==> config.mk <==
export PLATFORM = sky130hd
export DESIGN_NAME = axi_write_cmd_queue
export DESIGN_NICKNAME = d
export VERILOG_FILES = /design/src/rtl/axi_write_pkg.sv /design/src/rtl/sync_fifo.sv /design/src/rtl/axi_write_cmd_queue.sv
export SDC_FILE = /design/constraint.sdc
export NUM_CORES = 2
export LEC_CHECK = 0
export ABC_AREA = 1
export BUFFER_PORTS_ARGS = -buffer_cell sky130_fd_sc_hd__buf_2
export CAP_MARGIN = 20
export CORE_ASPECT_RATIO = 1.2
export CORE_MARGIN = 4
export CORE_UTILIZATION = 30
export CTS_CLUSTER_SIZE = 16
export DETAILED_ROUTE_END_ITERATION = 10
export RECOVER_POWER = 100
export SETUP_SLACK_MARGIN = 0.5
export SYNTH_ARGS = -nofsm -noshare
export SYNTH_HDL_FRONTEND = slang
export SYNTH_SLANG_ARGS = --single-unit
==> constraint.sdc <==
create_clock -name clock -period 20.1 [get_ports clock]
set_input_delay 2.01 -clock clock [delete_from_list [all_inputs] [get_ports clock]]
set_output_delay 2.01 -clock clock [all_outputs]
set_load 0.02 [all_outputs]
==> src/rtl/axi_write_pkg.sv <==
// Shared definitions for the 256-bit AXI4 writer path: default widths and the
// command-issue state encoding.
package axi_write_pkg;

  localparam int ADDR_W_DEF = 64;
  localparam int DATA_W_DEF = 256;
  localparam int DEPTH_DEF  = 8;

  typedef enum logic [1:0] {
    IDLE  = 2'd0,
    START = 2'd1,
    WAIT  = 2'd2
  } wr_state_e;

endpackage

==> src/rtl/sync_fifo.sv <==
// Single-clock FIFO with occupancy count; full/empty come from the count
// register, pointers wrap naturally at DEPTH (a power of two).
module sync_fifo #(
  parameter int WIDTH = 320,
  parameter int DEPTH = 8,
  localparam int PTR_W = $clog2(DEPTH),
  localparam int CNT_W = $clog2(DEPTH + 1)
) (
  input  logic             clock,
  input  logic             reset,
  input  logic             push_i,
  input  logic             pop_i,
  input  logic [WIDTH-1:0] wdata_i,
  output logic [WIDTH-1:0] rdata_o,
  output logic             full_o,
  output logic             empty_o,
  output logic [CNT_W-1:0] count_o
);

  logic [WIDTH-1:0] mem_q [DEPTH];
  logic [PTR_W-1:0] wr_ptr_q;
  logic [PTR_W-1:0] rd_ptr_q;
  logic [CNT_W-1:0] count_q;
  logic             do_push;
  logic             do_pop;

  assign full_o  = (count_q == CNT_W'(DEPTH));
  assign empty_o = (count_q == '0);
  // A full queue refuses a push even when it pops in the same cycle.
  assign do_push = push_i && !full_o;
  assign do_pop  = pop_i && !empty_o;
  assign count_o = count_q;

  always_ff @(posedge clock) begin
    if (do_push) begin
      mem_q[wr_ptr_q] <= wdata_i;
    end
  end

  // Head is read combinationally so the issuer can latch it in the same
  // cycle it decides to pop.
  assign rdata_o = mem_q[rd_ptr_q];

  always_ff @(posedge clock or posedge reset) begin
    if (reset) begin
      wr_ptr_q <= '0;
      rd_ptr_q <= '0;
      count_q  <= '0;
    end else begin
      if (do_push) begin
        wr_ptr_q <= wr_ptr_q + PTR_W'(1);
      end
      if (do_pop) begin
        rd_ptr_q <= rd_ptr_q + PTR_W'(1);
      end
      case ({do_push, do_pop})
        2'b10:   count_q <= count_q + CNT_W'(1);
        2'b01:   count_q <= count_q - CNT_W'(1);
        default: count_q <= count_q;
      endcase
    end
  end

endmodule

==> src/rtl/axi_write_cmd_queue.sv <==
// Buffers producer write requests and issues them one at a time to the AXI4
// writer over its ap_ctrl handshake, in acceptance order.
module axi_write_cmd_queue
  import axi_write_pkg::*;
#(
  parameter int ADDR_W = ADDR_W_DEF,
  parameter int DATA_W = DATA_W_DEF,
  parameter int DEPTH  = DEPTH_DEF,
  localparam int LVL_W = $clog2(DEPTH + 1)
) (
  input  logic              clock,
  input  logic              reset,
  input  logic              in_valid,
  output logic              in_ready,
  input  logic [ADDR_W-1:0] in_addr,
  input  logic [DATA_W-1:0] in_data,
  output logic              writer_start,
  input  logic              writer_ready,
  input  logic              writer_idle,
  input  logic              writer_done,
  output logic [ADDR_W-1:0] writer_addr,
  output logic [DATA_W-1:0] writer_data,
  output logic [LVL_W-1:0]  level,
  output logic              busy,
  output logic [31:0]       done_count
);

  localparam int ENTRY_W = ADDR_W + DATA_W;

  wr_state_e          state_q;
  logic               start_q;
  logic [ADDR_W-1:0]  addr_q;
  logic [DATA_W-1:0]  data_q;
  logic [31:0]        done_count_q;

  logic               fifo_full;
  logic               fifo_empty;
  logic               fifo_pop;
  logic [ENTRY_W-1:0] fifo_head;

  // Pop only from IDLE: a push into an empty queue is issued the next cycle.
  assign fifo_pop = (state_q == IDLE) && !fifo_empty && writer_idle;

  sync_fifo #(
    .WIDTH (ENTRY_W),
    .DEPTH (DEPTH)
  ) u_fifo (
    .clock   (clock),
    .reset   (reset),
    .push_i  (in_valid),
    .pop_i   (fifo_pop),
    .wdata_i ({in_addr, in_data}),
    .rdata_o (fifo_head),
    .full_o  (fifo_full),
    .empty_o (fifo_empty),
    .count_o (level)
  );

  always_ff @(posedge clock or posedge reset) begin
    if (reset) begin
      state_q      <= IDLE;
      start_q      <= 1'b0;
      addr_q       <= '0;
      data_q       <= '0;
      done_count_q <= '0;
    end else begin
      case (state_q)
        IDLE: begin
          if (fifo_pop) begin
            addr_q  <= fifo_head[ENTRY_W-1:DATA_W];
            data_q  <= fifo_head[DATA_W-1:0];
            start_q <= 1'b1;
            state_q <= START;
          end
        end
        START: begin
          // done coinciding with ready completes the transaction outright.
          if (writer_ready) begin
            start_q <= 1'b0;
            if (writer_done) begin
              done_count_q <= done_count_q + 32'd1;
              state_q      <= IDLE;
            end else begin
              state_q <= WAIT;
            end
          end
        end
        WAIT: begin
          if (writer_done) begin
            done_count_q <= done_count_q + 32'd1;
            state_q      <= IDLE;
          end
        end
        default: begin
          start_q <= 1'b0;
          state_q <= IDLE;
        end
      endcase
    end
  end

  assign in_ready     = !fifo_full;
  assign writer_start = start_q;
  assign writer_addr  = addr_q;
  assign writer_data  = data_q;
  assign done_count   = done_count_q;
  assign busy         = (state_q != IDLE) || !fifo_empty;

endmodule

### Word-level counts from Yosys, hierarchy flattened

Memories as Yosys holds them, arrays and structs flattened. A register that Yosys moved wholly into a read port is not among the register bits.
Cells that the tools add are included.

* register bits after elaboration: 45
* bits in writable memories: 2560
* input port bits: 326
* output and inout bits: 359
* word-level logic and storage cells: 51
* memories: 1

* add/subtract/negate cells: 5
* eq/ne operators: 8
* multiplexer cells: 14
* bitwise operators: 1
* reduce and logical (&&, ||, !) cells: 16

Memories
* u_fifo.mem_q: depth 8, width 320, read ports 1, clocked after Yosys merged registers in 1, wr ports 1, line sync_fifo.sv:20 `logic [WIDTH-1:0] mem_q [DEPTH];`

Operator list (count)
* $mux W32: 2
* $pmux W32 S2: 1
* $add A32 B1 Y32 const B: 1
* $mux W2: 4
* $pmux W4 S2: 1
* $add A3 B1 Y3 const B: 2
* $pmux W2 S3: 1
* $reduce_and A3 Y1: 2
* $reduce_bool A2 Y1: 3
* $add A4 B1 Y4 const B: 1
* $eq A2 B1 Y1 const B: 2
* $eq A2 B2 Y1 const B: 2
* $eq A4 B4 Y1 const B: 1
* $logic_and A1 B1 Y1: 4
* $logic_not A4 Y1: 1
* $mux W1: 4
* $ne A2 B2 Y1 const B: 2
* $reduce_and A2 Y1: 2
* $sub A4 B1 Y4 const B: 1
* $pmux W1 S3: 1
* $logic_not A1 Y1: 2
* $logic_not A2 Y1: 1
* $ne A2 B1 Y1 const B: 1
* $logic_or A1 B1 Y1: 1
* $not A1 Y1: 1

### Depth between registers and ports, before layout

* depth after elaboration: 7
* gate-level depth with buffers: 15
* depth with buffers taken out: 13

### Hierarchy

Synthesis repeated with hierarchy kept, for this count alone.

* cells, all modules: 12757
* area, all modules: 124682.1 µm²

Modules (own cells, without submodules)
* sync_fifo: times used 1, cells each 11140, area an instance 110553.5 µm², seq. area each 77124.0 µm²
* axi_write_cmd_queue: times used 1, cells each 1617, area an instance 14128.6 µm², seq. area each 8883.5 µm²

### Worst setup path before layout

Ideal clock, no wire load.

* path kind: input -> register
* start: input port in_valid
* end: memory u_fifo.mem_q[0][0] (enable)
* library setup time: 1008 ps
* arrival: 15719 ps
* data required time: 19092 ps
* setup slack: 3373 ps
* stages on the path: 3
* path buffers: 0
* cell sequence: nand2_1 > or2_2 > nor2_1

* longest elaborated chain between the ends: 3

RTL lines
* from (decl): line axi_write_cmd_queue.sv:13 `input logic in_valid,`
* $logic_and A1 B1 Y1: line sync_fifo.sv:30 `assign do_push = push_i && !full_o;`
* $mux W1: line sync_fifo.sv:35 `if (do_push) begin`
* $mux W1 (not written as such): line sync_fifo.sv:36 `mem_q[wr_ptr_q] <= wdata_i;`
* to (decl): line sync_fifo.sv:20

No other way between the ends.

### Worst setup path after layout

* start: input port writer_idle
* end: register u_fifo.rd_ptr_q[2]

* longest elaborated chain between the ends: 2

RTL lines
* from (decl): line axi_write_cmd_queue.sv:19 `input logic writer_idle,`
* $logic_and A1 B1 Y1: line axi_write_cmd_queue.sv:42 `assign fifo_pop = (state_q == IDLE) && !fifo_empty && writer_idle;`
* $logic_and A1 B1 Y1: line sync_fifo.sv:31 `assign do_pop = pop_i && !empty_o;`
* to (signal assigned): line sync_fifo.sv:54 `rd_ptr_q <= rd_ptr_q + PTR_W'(1);`
* to (decl): line sync_fifo.sv:22 `logic [PTR_W-1:0] rd_ptr_q;`

No other way between the ends.
A chain may end at the register's enable or synchronous reset.

==> flow_summary.toml <==
[run_status]
status = "finished with violations"
violations = "capacitance limit, slew limit"

[setup_path]
critPathKind = "in -> reg"
critPathTopFamily = "buffers and inverters"
critPathCaptureType = "flip-flop"
worstPathRequired_ns = 20.83
startpoint = "writer_idle"
critPathMaxFanout = 103
worstPathBufferInverterCount = 4
worstSetupStartpointType = "primary input"
r2r_cells = 7
worstPathArrival_ns = 13.33
cp_slowest_stage_delay_ns = 3.86
cp_common_cell = "clkbuf_1"
crit_chain = "buf_2 > nand3_1 > clkinvlp_2 > clkbuf_1 > clkbuf_1 > nand2_1 > xor2_1"
worst-path-stages = 7
crit_slowest_cell = "clkinvlp_2"
rr_startpoint = "state_q[0]"

[hold_path]
hold_path_class = "reg -> reg"
min_from = "writer_data[127]"
min_path_cells = 2

[synth]
ys_seq_elements = 2925
yosysUniqueCellTypes = 26
syn_area_um2 = 113300
ys_warn_count = 0
yosysSeqAreaShare_pct = 75.91
synth_flop_cell = "edfxtp_1"
syn_nets = 9225
yosys.area.top_type = "edfxtp_1"
synthTopCellsByArea = "edfxtp_1 (68%), dfrtp_1 (8.1%), nand2_1 (4.7%)"
avgSynthCellArea_um2 = 12.74
async_flop_share_pct = 12.48
synth-edff-count = 2560
synth_cells = 8893
synth_top_area_share_pct = 67.85

[floorplan]
die-area_um2 = 387600
rows = 246
start_util_pct = 30.20
die_h_um = 681.2
io-pin-count = 685
coreArea_um2 = 375200
die_w_um = 569.0

[cells_and_area]
nets = 9768
nFillCells = 36550
final_cells = 14680
drive_above_1_share_pct = 5.239
area_growth_pct = 15.00

[timing]
final.setup.tns_ns = 0
setup_violations = 0
fin_skew_ns = 0.04738
rsz0062_at_grt = "no"
worst_slew_pin_slew_ns = 7.681
maxSlewHeadroom_pct = -412.1
max_freq_mhz = 79.41
post-route-min-period_ns = 12.59
finalCritPeriodShare_pct = 62.65
slew_violations = 3097
hold_violations = 0

[power_and_ir_drop]
p_leak_uw = 0.04487
clock_power_share_pct = 28.2
p_int_uw = 12600
ir_worst_vdd_uv = 118.5
power.density_nw_per_um2 = 152.3
total_switching_power_uw = 7243
combPwrFrac_pct = 29.8
seq_power_share_pct = 42.0
switching_share_pct = 36.50

[cts]
clk_path_buf_depth = 4
cts_resized = 0
hold_buffers = 0
cts-root-buf = "clkbuf_16"
cts_tree = "done"
path_clk_slew_ns = 0.06
cts_made_buffers = 302
htree_levels = 5
clkLatencyLatePin_ns = 0.89
cts_sinks = 2925
cts_setup_buffers = 0

[route]
drtIter0Drc = 6171
route.met3.wl_um = 17660
final_antenna_net_count = 0
wl_met2_um = 149800
first_pass_iters = 5
vias = 70710
routed.top_layer = "met5"
viasPerCell = 4.816
met1_length_um = 126400
avgRoutedWirePerCell_um = 20.84
drcViolationCount = 0
routed_wl_um = 306000

[global_routing]
grt_pass1_vias = 69130
antenna_found_initial = 90
grt_pass1_wl_um = 452200
grt_max_degree = 212
grt_usage_pct = 15.16
globalRouteOverflowTotal = 0

[placed_design]
post-dp-hpwl_um = 170200
dp.cells = 14090
place.gp.congestion = 0.7708
io_buffers = 684

[run]
max-cap-violations = 68
==> area by class of cell <==
| class | count | area [um2] | share of cell area [%] |
|---|---|---|---|
| clock buffers | 412 | 8441 | 6.478 |
| flip-flops and latches | 2925 | 86020 | 66.02 |
| inverters | 311 | 1192 | 0.9151 |
| repair buffers | 809 | 3361 | 2.579 |
| well taps | 4960 | 6206 | 4.763 |
| clock inverters | 134 | 1461 | 1.122 |
| multi-input cells | 5087 | 23500 | 18.04 |
| diodes | 46 | 115.1 | 0.08834 |
==> cell families (layout without fill, tap and decap cells) <==
group                    Yosys count  count (layout)  share of synthesized area, %
AO/OA/AOI/OAI                   1627            1627                         8.077
XOR/XNOR                          26              26                        0.2010
adder cells (fa/ha/maj)            6               6                       0.06626
buffers and inverters            881            1666                         3.356
flip-flops                      2925            2925                         75.91
multiplexers                       1               1                      0.009939
other                              0              46                             0
AND/OR/NAND/NOR                 3427            3427                         12.38
==> synth_stat cells (94+ instances only) <==
library cell     n
a21oi_1        262
buf_2          150
clkbuf_1       290
dfrtp_1        365
edfxtp_1      2560
inv_1          308
nand2_1       1424
nand3_1        884
nor2_1        1095
o211ai_1       343
o21ai_0        868
o21ai_1         94
==> through the flow <==
stage	hold slack (ns)	instance area (um2)	total power [uW]	setup WS [ns]	util, %
6_report	0.4769	130300	19850	7.506	34.73
5_1_grt	0.4975	130300	21010	6.881	34.72
4_1_cts	0.4774	131400	20110	14.19	35.01
3_5_place_dp	0.4601	121500	14480	13.57	32.37
3_3_place_gp	0.4606	121500	14400	13.60	32.37
2_1_floorplan	0.4929	113300	12670	3.373	-
==> metal layers <==
metal / global-route usage [%] / vias to the layer above
li1: - / 32850
met1: 19.23 / 35150
met3: 2.562 / 594
met5: 0 / -
met2: 25.72 / 2077
met4: 6.183 / 42
==> final timing paths <==
kind / endpoint / slack [ns]
setup / recovery: u_fifo.rd_ptr_q[2] / 7.51
hold / removal: writer_data[127] / 0.48
setup reg to reg: u_fifo.rd_ptr_q[2] / 7.95
hold reg to reg: writer_data[127] / 0.48
max in group asynchronous: writer_data[7] / 9.21
min in group asynchronous: writer_data[128] / 2.28
==> power by group through the flow <==
| stage | Sequential, uW | Combinational (uW) | Clock (uW) |
|---|---|---|---|
| 2_1_floorplan | 8960 | 3710 | 0 |
| 3_3_place_gp | 8350 | 6060 | 0 |
| 3_5_place_dp | 8360 | 6130 | 0 |
| 4_1_cts | 8250 | 6140 | 5730 |
| 5_1_grt | 8410 | 6620 | 5980 |
| 6_report | 8330 | 5920 | 5600 |
==> cell usage in the layout, fill, tap and decap left out, types with 262 or more instances in the layout <==
cell type,n
a21oi_1,262
clkbuf_1,816
clkbuf_16,310
dfrtp_1,362
edfxtp_1,2560
inv_1,306
nand2_1,1424
nand3_1,884
nor2_1,1093
o211ai_1,343
o21ai_0,868
==> state kept, by name, summed over array words and instances (netlist names) <==
name             cells
done_count          32
state_q              2
u_fifo.count_o       4
u_fifo.mem_q      2560
u_fifo.rd_ptr_q      3
u_fifo.wr_ptr_q      3
writer_addr         64
writer_data        256
writer_start         1
==> worst min-delay path, cell delays in order, from the launching register on <==
cell and delay, ns:
dfrtp_1 0.34, nand2_1 0.05, nand2_1 0.05
(Power assumes the default switching activity.)
